File: config.mk
export PLATFORM = sky130hd
export DESIGN_NAME = assert_event_arbiter
export DESIGN_NICKNAME = d
export VERILOG_FILES = /design/src/rtl/assert_event_arbiter.sv
export SDC_FILE = /design/constraint.sdc
export NUM_CORES = 1
export LEC_CHECK = 0
export CORE_MARGIN = 10
export CORE_UTILIZATION = 40
export CTS_CLUSTER_DIAMETER = 60
export DETAILED_ROUTE_END_ITERATION = 6
export GPL_TIMING_DRIVEN = 0
export SYNTH_ARGS = -nofsm -noshare
export SYNTH_HDL_FRONTEND = slang
export SYNTH_SLANG_ARGS = --single-unit
File: constraint.sdc
create_clock -name clock -period 7.29 [get_ports clock]
set_clock_uncertainty 0.1 [all_clocks]
set_input_delay 1.458 -clock clock [delete_from_list [all_inputs] [get_ports clock]]
set_output_delay 1.458 -clock clock [all_outputs]
set_load 0.01 [all_outputs]
File: src/rtl/assert_event_arbiter.sv
// Collects one-cycle violation strobes from the assertion monitors, arbitrates them
// round-robin into a show-ahead report FIFO and keeps sticky/counter/first-error/stop status.
module assert_event_arbiter #(
    parameter int N_SRC      = 4,
    parameter int ID_W       = 8,
    parameter int CNT_W      = 16,
    parameter int FIFO_DEPTH = 4,
    localparam int SRC_W     = $clog2(N_SRC)
) (
    input  logic                    clock,
    input  logic                    reset_n,
    input  logic                    enable,
    input  logic                    clear,
    input  logic [N_SRC-1:0]        src_fire,
    input  logic [N_SRC*ID_W-1:0]   src_code,
    input  logic [CNT_W-1:0]        stop_threshold,
    output logic                    rpt_valid,
    input  logic                    rpt_ready,
    output logic [SRC_W-1:0]        rpt_src,
    output logic [ID_W-1:0]         rpt_code,
    output logic [N_SRC-1:0]        sticky,
    output logic [CNT_W-1:0]        total_cnt,
    output logic [CNT_W-1:0]        drop_cnt,
    output logic                    first_vld,
    output logic [SRC_W-1:0]        first_src,
    output logic [ID_W-1:0]         first_code,
    output logic                    stop_req
);

    localparam int AW = $clog2(FIFO_DEPTH);
    localparam int PW = AW + 1;

    logic [N_SRC-1:0] pend;
    logic [N_SRC-1:0] fire;
    logic [N_SRC-1:0] take;
    logic [N_SRC-1:0] drop;
    logic [N_SRC-1:0] grant;
    logic [ID_W-1:0]  pcode [N_SRC];

    logic [SRC_W-1:0] rr_ptr;
    logic [SRC_W-1:0] rr_nxt;
    logic [SRC_W-1:0] grant_idx;
    logic             grant_any;

    logic [SRC_W-1:0] mem_src  [FIFO_DEPTH];
    logic [ID_W-1:0]  mem_code [FIFO_DEPTH];
    logic [PW-1:0]    wr_ptr;
    logic [PW-1:0]    rd_ptr;
    logic             empty;
    logic             full;
    logic             pop;
    logic             can_push;

    logic [SRC_W:0]   n_drop;
    logic [CNT_W-1:0] total_nxt;

    function automatic logic [CNT_W-1:0] sat_add(input logic [CNT_W-1:0] a,
                                                 input logic [CNT_W-1:0] b);
        logic [CNT_W:0] s;
        s = {1'b0, a} + {1'b0, b};
        return s[CNT_W] ? {CNT_W{1'b1}} : s[CNT_W-1:0];
    endfunction

    assign fire = enable ? src_fire : '0;
    // A fire is accepted when the latch is free or is being granted away this very cycle.
    assign take = fire & (~pend | grant);
    assign drop = fire & pend & ~grant;

    assign empty     = (wr_ptr == rd_ptr);
    assign full      = (wr_ptr[AW-1:0] == rd_ptr[AW-1:0]) && (wr_ptr[AW] != rd_ptr[AW]);
    assign rpt_valid = ~empty;
    assign pop       = rpt_valid & rpt_ready;
    assign can_push  = ~full | pop;
    assign rpt_src   = empty ? '0 : mem_src[rd_ptr[AW-1:0]];
    assign rpt_code  = empty ? '0 : mem_code[rd_ptr[AW-1:0]];

    always_comb begin
        int               idx;
        logic [SRC_W-1:0] cand;
        idx       = 0;
        cand      = '0;
        grant_any = 1'b0;
        grant_idx = '0;
        grant     = '0;
        if (can_push) begin
            for (int k = 0; k < N_SRC; k++) begin
                idx = int'(rr_ptr) + k;
                if (idx >= N_SRC) idx = idx - N_SRC;
                cand = SRC_W'(idx);
                if (!grant_any && pend[cand]) begin
                    grant_any = 1'b1;
                    grant_idx = cand;
                end
            end
        end
        if (grant_any) grant[grant_idx] = 1'b1;
    end

    assign rr_nxt    = (grant_idx == SRC_W'(N_SRC - 1)) ? '0 : grant_idx + SRC_W'(1);
    assign total_nxt = sat_add(total_cnt, CNT_W'(1));

    always_comb begin
        n_drop = '0;
        for (int i = 0; i < N_SRC; i++) begin
            if (drop[i]) n_drop = n_drop + (SRC_W+1)'(1);
        end
    end

    always_ff @(posedge clock or negedge reset_n) begin
        if (!reset_n) begin
            pend       <= '0;
            rr_ptr     <= '0;
            wr_ptr     <= '0;
            rd_ptr     <= '0;
            sticky     <= '0;
            total_cnt  <= '0;
            drop_cnt   <= '0;
            first_vld  <= 1'b0;
            first_src  <= '0;
            first_code <= '0;
            stop_req   <= 1'b0;
        end else if (clear) begin
            pend       <= '0;
            rr_ptr     <= '0;
            wr_ptr     <= '0;
            rd_ptr     <= '0;
            sticky     <= '0;
            total_cnt  <= '0;
            drop_cnt   <= '0;
            first_vld  <= 1'b0;
            first_src  <= '0;
            first_code <= '0;
            stop_req   <= 1'b0;
        end else begin
            pend   <= (pend & ~grant) | take;
            sticky <= sticky | fire;
            if (grant_any) begin
                wr_ptr    <= wr_ptr + PW'(1);
                rr_ptr    <= rr_nxt;
                total_cnt <= total_nxt;
                if (!first_vld) begin
                    first_vld  <= 1'b1;
                    first_src  <= grant_idx;
                    first_code <= pcode[grant_idx];
                end
                if (stop_threshold != '0 && total_nxt == stop_threshold) stop_req <= 1'b1;
            end
            if (pop) rd_ptr <= rd_ptr + PW'(1);
            if (|drop) drop_cnt <= sat_add(drop_cnt, CNT_W'(n_drop));
        end
    end

    // Payload storage needs no reset: it is only observed behind pend / rpt_valid.
    always_ff @(posedge clock) begin
        for (int i = 0; i < N_SRC; i++) begin
            if (take[i] && !clear) pcode[i] <= src_code[i*ID_W +: ID_W];
        end
        if (grant_any && !clear) begin
            mem_src[wr_ptr[AW-1:0]]  <= grant_idx;
            mem_code[wr_ptr[AW-1:0]] <= pcode[grant_idx];
        end
    end

endmodule

# ---- Word level (Yosys, flattened, before mapping)
# Memories as Yosys holds them, arrays and structs flattened.
# Index checks and enable logic that the tools add are counted.
dict set report op_classes {
  add_sub_neg 15
  magnitude_cmp 10
  eq_ne 6
  mux 75
  n_bitwise 13
  reduce_logical 23
}
# cell n
set ops {}
lappend ops {{2-to-1 mux 16 bit} 6}
lappend ops {{2-to-1 mux 2 bit} 20}
lappend ops {{2-to-1 mux 8 bit} 4}
lappend ops {{2-to-1 mux 1 bit} 29}
lappend ops {{2-to-1 mux 3 bit} 7}
lappend ops {{adder 16 x 1 -> 17 bit (second input constant)} 1}
lappend ops {{adder 16 x 3 -> 17 bit} 1}
lappend ops {{bitwise AND 4 bit} 4}
lappend ops {{== test 16 bit} 1}
lappend ops {{2-to-1 mux 4 bit} 4}
lappend ops {{nonzero test 16 bit} 1}
lappend ops {{adder 3 x 1 -> 3 bit (second input constant)} 5}
lappend ops {{< comparator 2 x 3 -> 1 bit (second input constant)} 5}
lappend ops {{OR 4 bit} 3}
lappend ops {{logical AND 1 bit} 11}
lappend ops {{>= comparator 3 bit (second input constant)} 3}
lappend ops {{binary-select mux 1 bit (select 2 bit)} 4}
lappend ops {{NOT 4 bit} 2}
lappend ops {{nonzero test 2 bit} 4}
lappend ops {{subtractor 2 x 1 -> 2 bit (second input constant)} 4}
lappend ops {{adder 2 x 2 -> 3 bit (second input constant)} 2}
lappend ops {{zero test 1 bit} 4}
lappend ops {{AND reduction 2 bit} 2}
lappend ops {{OR reduction 4 bit} 1}
lappend ops {{other kinds (13)} 14}
dict set report word_totals {
  register_bits 60
  ramBits 72
  in_bits 57
  out_inout_bits 59
  elab_cells 156
  memories 3
}
# memory depth word_bits rd rd_clocked_by_memory_dff write_ports line_no
set memory_table {}
lappend memory_table {mem_code 4 8 1 0 1 46} ;# logic [ID_W-1:0] mem_code [FIFO_DEPTH];
lappend memory_table {pcode 4 8 1 0 4 38} ;# logic [ID_W-1:0] pcode [N_SRC];
lappend memory_table {mem_src 4 2 1 0 1 45} ;# logic [SRC_W-1:0] mem_src [FIFO_DEPTH];

# ---- Depth between registers and ports, before layout
dict set report depth {
  ltp_word 39
  mapped_depth 24
  mapped_depth_nobuf 22
}

# ---- Worst setup path after synthesis
# No wires, ideal clock.
dict set report synth_path {
  path_kind {input port to flip-flop}
  from {in rpt_ready}
  to {reg drop_cnt[10]}
  setup_time_ps 65
  t_arrival_ps 5683
  t_required_ps 7125
  setup_slack_ps 1442
  stages 23
  n_path_buf 3
  cell_sequence {o41ai_2 > buf_6 > nor4_1 > buf_4 > buf_6 > inv_1 > ha_1 > inv_1 > o21ai_1 > nor2_1 > ha_1 > xor2_1 > ha_1 > mux2_2 > inv_1 > fa_1 > nand2b_1 > a21oi_1 > nand2_1 > nor3_1 > nor2_1 > a31oi_1 > o22a_1}
}
dict set report synth_between {
  elab_chain_cells 21
  elab_cells_between_ends 25
  cone_classes {add/sub: 4; order compare: 2; mux: 12; bitwise: 4; reduce/logical: 3}
}
# element line_no
set synth_lines {}
lappend synth_lines {{from (decl)} 18} ;# input logic rpt_ready,
lappend synth_lines {{bitwise AND 1 bit *} 72} ;# assign pop = rpt_valid & rpt_ready;
lappend synth_lines {{OR 1 bit *} 73} ;# assign can_push = ~full | pop;
lappend synth_lines {{2-to-1 mux 2 bit *} 85} ;# if (can_push) begin
lappend synth_lines {{net grant_idx[0]} 42} ;# logic [SRC_W-1:0] grant_idx;
lappend synth_lines {{< comparator 2 x 3 -> 1 bit (not written as such) or >= comparator 2 x 1 -> 1 bit (tied branches)} 96} ;# if (grant_any) grant[grant_idx] = 1'b1;
lappend synth_lines {{logical AND 1 bit (not written as such)} 96}
lappend synth_lines {{2-to-1 mux 1 bit (not written as such)} 96}
lappend synth_lines {{demux 1 bit (select 2 bit) *} 96}
lappend synth_lines {{(+6 left out)} --}
lappend synth_lines {{adder 3 x 1 -> 3 bit} 105} ;# if (drop[i]) n_drop = n_drop + (SRC_W+1)'(1);
lappend synth_lines {{2-to-1 mux 3 bit} 105}
lappend synth_lines {{adder 3 x 1 -> 3 bit} 105}
lappend synth_lines {{2-to-1 mux 3 bit} 105}
lappend synth_lines {{adder 16 x 3 -> 17 bit} 60} ;# s = {1'b0, a} + {1'b0, b};
lappend synth_lines {{2-to-1 mux 16 bit} 61} ;# return s[CNT_W] ? {CNT_W{1'b1}} : s[CNT_W-1:0];
lappend synth_lines {{2-to-1 mux 16 bit} 149} ;# if (|drop) drop_cnt <= sat_add(drop_cnt, CNT_W'(n_drop));
lappend synth_lines {{2-to-1 mux 16 bit} 122} ;# end else if (clear) begin
lappend synth_lines {{to (signal assigned)} 149}
lappend synth_lines {{to (decl)} 23} ;# output logic [CNT_W-1:0] drop_cnt,
# Mark *: on every way through the listed nets, which the timed path passes. The rest lies on a longest branch. The select of a mux whose other input is x is not followed.
# A chain may end at the register's enable or synchronous reset.

# ---- Worst setup path in the final report
dict set report layout_path {
  from {in rpt_ready}
  to {reg drop_cnt[1]}
}
# Same word-level chain as after synthesis.

==> results.yml <==
clock_tree:
  cts-root-buf: "clkbuf_16"
  post_cts_buffers: 0
  cts_max_path_buffers: 2
  cts_buffers: 17
  cts.sinks: 132
  htreeDepth: 4
  cts_hold_buffers: 0
  post_cts_resized: 0
  clk-insertion-delay-late_ns: 0.42
  clk_pin_slew_ns: 0.06
  cts_tree: "yes"
yosys:
  synth_edf_count: 72
  yosys.area.top_type: "edfxtp_1"
  synthTopCellsByArea: "edfxtp_1 (31%), dfrtp_1 (22%), mux2i_1 (4.2%), mux4_2 (3.2%), a21oi_1 (3.2%)"
  syn-num-nets: 696
  netlist.area_leader.share_pct: 31.1
  ys_async_sr_fraction_pct: 45.5
  netlist_area_sq_mm: 0.00696
  yosysWarnings: 0
  synth_area_per_cell_sq_um: 11.2
  ys.flop_type: "edfxtp_1"
  seq_area_frac_synth_pct: 52.7
  netlist_instances: 623
  ys_ff_latch: 132
  ys_types: 65
cells_and_area:
  mostFrequentLayoutCells: "clkdlybuf4s50_1 (112), edfxtp_1 (72), dfrtp_1 (60)"
  final_common_cell: "clkdlybuf4s50_1"
  nets: 828
  fin_util_pct: 52.3
  fin_cells: 993
  fin_area_sq_mm: 0.00898
  drive_gt1_share_pct: 10.5
  n_antenna_cell: 0
  area_delta_synth_final_pct: 29.1
die:
  die-area_sq_mm: 0.0231
  rows: 48
  io_pins: 116
  core-area_sq_mm: 0.0172
  die_h_um: 152
  start_util_pct: 40.5
  die_w_um: 152
hold_path:
  hold_class: "reg -> reg"
sta:
  rsz0062_at_grt: "no"
  setup-violations-final: 0
  finalWorstPathRequiredPeriod_ns: 6.93
  fmax_mhz: 144
  maxSlewViolCount: 0
  holdWs_ns: 0.414
  hold_violations: 0
  tightest_slew_ns: 0.851
  fin_crit_sh_pct: 95.0
  slew_headroom_pct: 43.3
grt:
  grt_pass1_wl_mm: 31.1
  grt_overflow: 0
  grt_use_total_pct: 16.4
  grt_pass1_vias: 5657
  grt_max_degree: 61
  antenna_found_initial: 0
setup_path:
  cp-end-kind: "flop"
  cp_data_arrival_time_ns: 7.19
  startpoint: "rpt_ready"
  cp_max_fo: 15
  crit_end: "drop_cnt[1]"
  crit_slowest_cell: "nor4_1"
  critical-path-max-stage-delay_ns: 0.56
  crit_chain: "clkdlybuf4s50_1 -> nor4_1 -> a221oi_1 -> dlygate4sd1_1 -> inv_1 -> ha_1 -> inv_1 -> o21ai_1 -> nor2_1 -> ha_1 -> xor2_1 -> ha_1 -> mux2_2 -> inv_1 -> fa_1 -> nand2b_1 -> a21oi_1 -> nand2_1 -> nor2_1 -> nand2_1 -> a211oi_1 -> a21o_1"
  crit_path_start_kind: "primary input"
  rr_startpoint: "pend[0]"
  reg2reg_to: "drop_cnt[1]"
  worst-r2r-setup-slack_ns: 1.16
  reg2reg_depth: 23
  path_class: "in -> reg"
  cp.required_ns: 7.55
routing:
  firstDrtPassIters: 6
  wl_met3_mm: 1.03
  drtAntennaViolNets: 0
  wirelength_mm: 19.2
  first_iter_violations: 342
  highest_layer: "met4"
  wl_met2_mm: 9.19
  drc: 0
  wire_per_inst_um: 19.3
  wl_met1_mm: 8.63
  via_count: 5378
  viasPerCell: 5.42
place:
  port_buffers: 113
  dpl_cell_area_sq_mm: 0.00837
  gp_congestion: 0.917
  dp.cells: 961
  hpwl_mm: 13.8
power:
  p_per_area_mw_per_mm2: 263
  vdd_drop_max_mv: 0.168
  power_leakage_uw: 0.00346
flow_run:
  max_cap_viol_count: 0
status:
  outcome: "finished, final reports clean"
==> through the flow <==
step | setup TNS (ns) | total power (uW) | setup WS [ns]
2_1_floorplan | 0 | 1230 | 1.44
3_3_place_gp | -0.255 | 1480 | -0.0880
3_5_place_dp | -1.54 | 1490 | -0.284
4_1_cts | 0 | 2390 | 0.122
5_1_grt | 0 | 2480 | 0.00919
6_report | 0 | 2360 | 0.361
==> worst min-delay path by stage <==
stage	slack (ns)	cells after the start	from	to
floorplan	0.42	2	wr_ptr[2]	wr_ptr[2]
global placement	0.38	2	sticky[3]	sticky[3]
detailed placement	0.39	2	sticky[2]	sticky[2]
CTS	0.42	2	sticky[0]	sticky[0]
global route	0.44	2	sticky[0]	sticky[0]
finish	0.41	2	sticky[0]	sticky[0]
==> registers in the layout, summed over array words and instances (netlist names) <==
register	flops
first_vld	1
wr_ptr	3
pcode	32
drop_cnt	16
rd_ptr	3
first_code	8
total_cnt	16
rr_ptr	2
pend	4
mem_code	32
first_src	2
mem_src	8
sticky	4
stop_req	1
==> final cells by class <==
type,count,area (sq um)
buffer,34,234
inverter,21,78.8
fill,1550,8200
clock buffer,17,425
tap,225,282
clock inverter,15,179
timing repair buffer,113,1130
sequential,132,3660
multi-input combinational,436,2990
==> where the power goes <==
group	internal [uW]	switching (uW)	total, uW
clock	521	369	890
sequential	859	33.9	893
combinational	275	306	581
==> cells in the mapped netlist (2+ instances only) <==
library cell / count
a211oi_1: 14
a21o_1: 4
a21oi_1: 44
a221oi_1: 2
a311oi_1: 3
a31oi_1: 11
and2_1: 17
and2b_2: 2
and3_1: 9
and4_1: 3
buf_1: 3
buf_2: 5
buf_4: 3
buf_6: 4
clkbuf_1: 13
clkbuf_8: 5
dfrtp_1: 60
edfxtp_1: 72
ha_1: 15
inv_1: 21
mux2_2: 3
mux2i_1: 29
mux4_2: 10
nand2_1: 57
nand2b_1: 7
nand3_1: 17
nand3b_1: 2
nand4_1: 11
nor2_1: 58
nor2b_1: 4
nor3_1: 12
nor3b_1: 4
nor4_1: 10
nor4_2: 3
o21ai_0: 16
o21ai_1: 2
o22a_1: 13
o22ai_1: 2
o31a_1: 2
o32ai_1: 2
or4_4: 2
xnor2_1: 14
xor2_1: 11
==> metal layers <==
metal  GRT usage [%]  vias up
met4            5.73        0
li1                -     2563
met3            4.04       26
met5               0        -
met1            21.2     2629
met2            26.3      160
==> worst max-delay path: cells and delay by family <==
kind,cells,cell delay [ns]
xor gates and xnor gates,1,0.20
and+or+nand+nor,6,1.63
adders and majority gates,4,1.22
AOI/OAI and AO/OA,5,1.18
muxes,1,0.16
buffers and inverters,5,1.35
==> cells by family after synthesis <==
family          Yosys count  synth area share (%)
buf+inv                  55                  4.42
compound gates          126                  11.8
fa+ha+maj                16                  2.99
flops                   132                  52.7
simple gates            226                  16.7
xor+xnor                 26                  3.47
mux                      42                  7.90
Note: power is estimated with default switching activity, not from simulation.
==> patch (same flow settings) <==
Reset style: synchronous (`reset_n`), changed in one clocked block.
--- a/src/rtl/assert_event_arbiter.sv
+++ b/src/rtl/assert_event_arbiter.sv
@@ -106,7 +106,7 @@
         end
     end
 
-    always_ff @(posedge clock or negedge reset_n) begin
+    always_ff @(posedge clock) begin
         if (!reset_n) begin
             pend       <= '0;
             rr_ptr     <= '0;
Check against the original RTL: differs if reset_n is asserted again (counterexample within 4 cycles, from zero or initial values and one cycle with reset_n low); with reset_n held inactive, the same outputs for 4 cycles.
==> patch against the unedited design <==
  * Non-clock buffer count stayed put
  * Sequential cell count up 2
  * Synthesized area decreased by 6.9%
  * Design area down 6.0%
  * Utilization is 0.88 points higher
  * Routed wire length down 10%
  * Setup slack better by 350 ps
  * Sequential share of layout area fell by 0.50 points
  * Register-to-register slack improved by 580 ps
  * Critical endpoint is now drop_cnt[14]$_SDFFE_PP0P_
  * Highest routed layer unchanged
Power is not compared: it rests on default switching activity, and its combinational part moved more than twofold at a synthesized area within 25%.
==> patch: results (changes against the unedited design) <==
| Metric | Value |
|---|---|
| Status | finished clean (unchanged) |
| Port Buf Inserts | 114 (was 113) |
| Crit-path max cell delay | 780 ps (was 560 ps) |
| Total GRT Usage | 15.8% (was 16.4%) |
| M2 GR Usage | 25.9% (was 26.3%) |
| Slew @ Worst Pin | 1340 ps (was 851 ps) |
| Largest net degree at the start of global routing | 17 (was 61) |
| Met3 Track Usage GR | 3.65% (was 4.04%) |
| First-pass GRT wire length | 27.3 mm (was 31.1 mm) |
| Initial DRC Count | 309 (was 342) |
| Slowest CP cell | clkbuf_1 (was nor4_1) |
| Routed met1 length | 7.69 mm (was 8.63 mm) |
| TritonCTS buffer count | 17 (unchanged) |
| DRT Pass-1 Iters | 5 (was 6) |
| Post-DP HPWL | 12.9 mm (was 13.8 mm) |
| Sequential area share after synthesis | 52.5% (was 52.7%) |
| Post-synth ARST share | 0% (was 45.5%) |
| Fillers | 1,460 (was 1,550) |
| Crit path max-delay family | buffers and inverters (was simple AND/OR/NAND/NOR gates) |
| Layout cells sized above 1 | 8.91% (was 10.5%) |
| Vias/cell | 5.28 (was 5.42) |
| Wire length on met3 | 938 um (was 1.03 mm) |
| Synth warn | 0 (unchanged) |
| Syn nets | 667 (was 696) |
| Critical Path AT | 6810 ps (was 7190 ps) |
| Met1 Use GR | 19.9% (was 21.2%) |
| Number of global-route vias before repair | 5,191 (was 5,657) |
| Placer Congestion | 0.878 (was 0.917) |
| Synth cell count leaders | 72 x edfxtp_1, 62 x dfxtp_1, 56 x nand2_1 (was 72 x edfxtp_1, 60 x dfrtp_1, 58 x nor2_1) |
| Post-DP Area | 7890 sq um (was 8370 sq um) |
| Met2 wire len | 8.37 mm (was 9.19 mm) |
| Top cells by area, synth | edfxtp_1 33%, dfxtp_1 19%, mux2i_1 4.9% (was edfxtp_1 31%, dfrtp_1 22%, mux2i_1 4.2%) |
[patch: cell count changes after synthesis, sizes merged, moves of 9 or more]
cell     delta
dfxtp      +62
dfrtp      -60
a21oi      -14
o22a       -13
xor2       +13
o2bb2ai     +9
[patch: kinds of logic (layout without fill, tap and decap cells)]
logic type | count (synthesis) | in the layout | share of synthesized area, %
buffers and inverters | 50 | 197 | 3.21
muxes | 43 | 43 | 8.59
DFF | 134 | 134 | 52.5
and+or+nand+nor | 204 | 204 | 16.3
AOI/OAI and AO/OA | 110 | 110 | 11.2
xor gates and xnor gates | 37 | 37 | 5.00
adders and majority gates | 16 | 16 | 3.21
[patch: worst paths after layout]
| path | startpoint | endpoint | slack [ps] | depth (start not counted) |
|---|---|---|---|---|
| max | rpt_ready | drop_cnt[14]$_SDFFE_PP0P_ | 720 | 21 |
| min | first_code[4]$_SDFFE_PP0P_ | first_code[4]$_SDFFE_PP0P_ | 370 | 2 |
| max reg2reg | pend[0]$_SDFF_PP0_ | drop_cnt[14]$_SDFFE_PP0P_ | 1740 | 22 |
| min reg2reg | first_code[4]$_SDFFE_PP0P_ | first_code[4]$_SDFFE_PP0P_ | 370 | 2 |
[patch: power by group through the flow]
stage / logic (mW) / clock network [mW] / registers (mW)
detailed placement: 0.160 / 0 / 0.839
finish: 0.161 / 0.785 / 0.822
floorplan: 0.0789 / 0 / 0.838
global placement: 0.157 / 0 / 0.838
CTS: 0.161 / 0.799 / 0.822
global route: 0.175 / 0.832 / 0.824
[patch: final cells by class]
class | instances | area, sq um | share of cell area [%]
Sequential cell | 134 | 3400 | 40.3
Clock buffer | 17 | 425 | 5.04
Timing Repair Buffer | 115 | 1150 | 13.6
Multi-Input combinational cell | 410 | 2870 | 34.0
Tap cell | 216 | 270 | 3.20
Buffer | 32 | 140 | 1.66
Inverter | 18 | 67.6 | 0.800
Clock inverter | 15 | 119 | 1.41
[patch: metrics by stage]
step | hold slack [ps] | cells | total power, mW | utilization, %
6_report | 368 | 957 | 1.77 | 53.2
5_1_grt | 385 | 957 | 1.83 | 53.2
4_1_cts | 368 | 956 | 1.78 | 53.1
3_5_place_dp | 358 | 924 | 0.999 | 49.7
3_3_place_gp | 341 | 924 | 0.995 | 49.7
2_1_floorplan | 370 | 594 | 0.917 | -
[patch: worst reg2reg max path, cell delays in order, from the launching register on]
cell      delay [ps]
dfxtp_1          310
clkbuf_1         340
nand3b_1         170
o21a_1           130
o21ai_0          120
and3_1           210
clkbuf_1         780
inv_1            170
ha_1             250
a211o_1          320
inv_1             80
ha_1             240
xnor2_1          170
ha_1             290
mux2_2           150
inv_1             50
fa_1             430
nor2b_1          180
o21bai_1         150
nor2_1           140
and2_1           230
nand3_1          270
o21ai_1          200
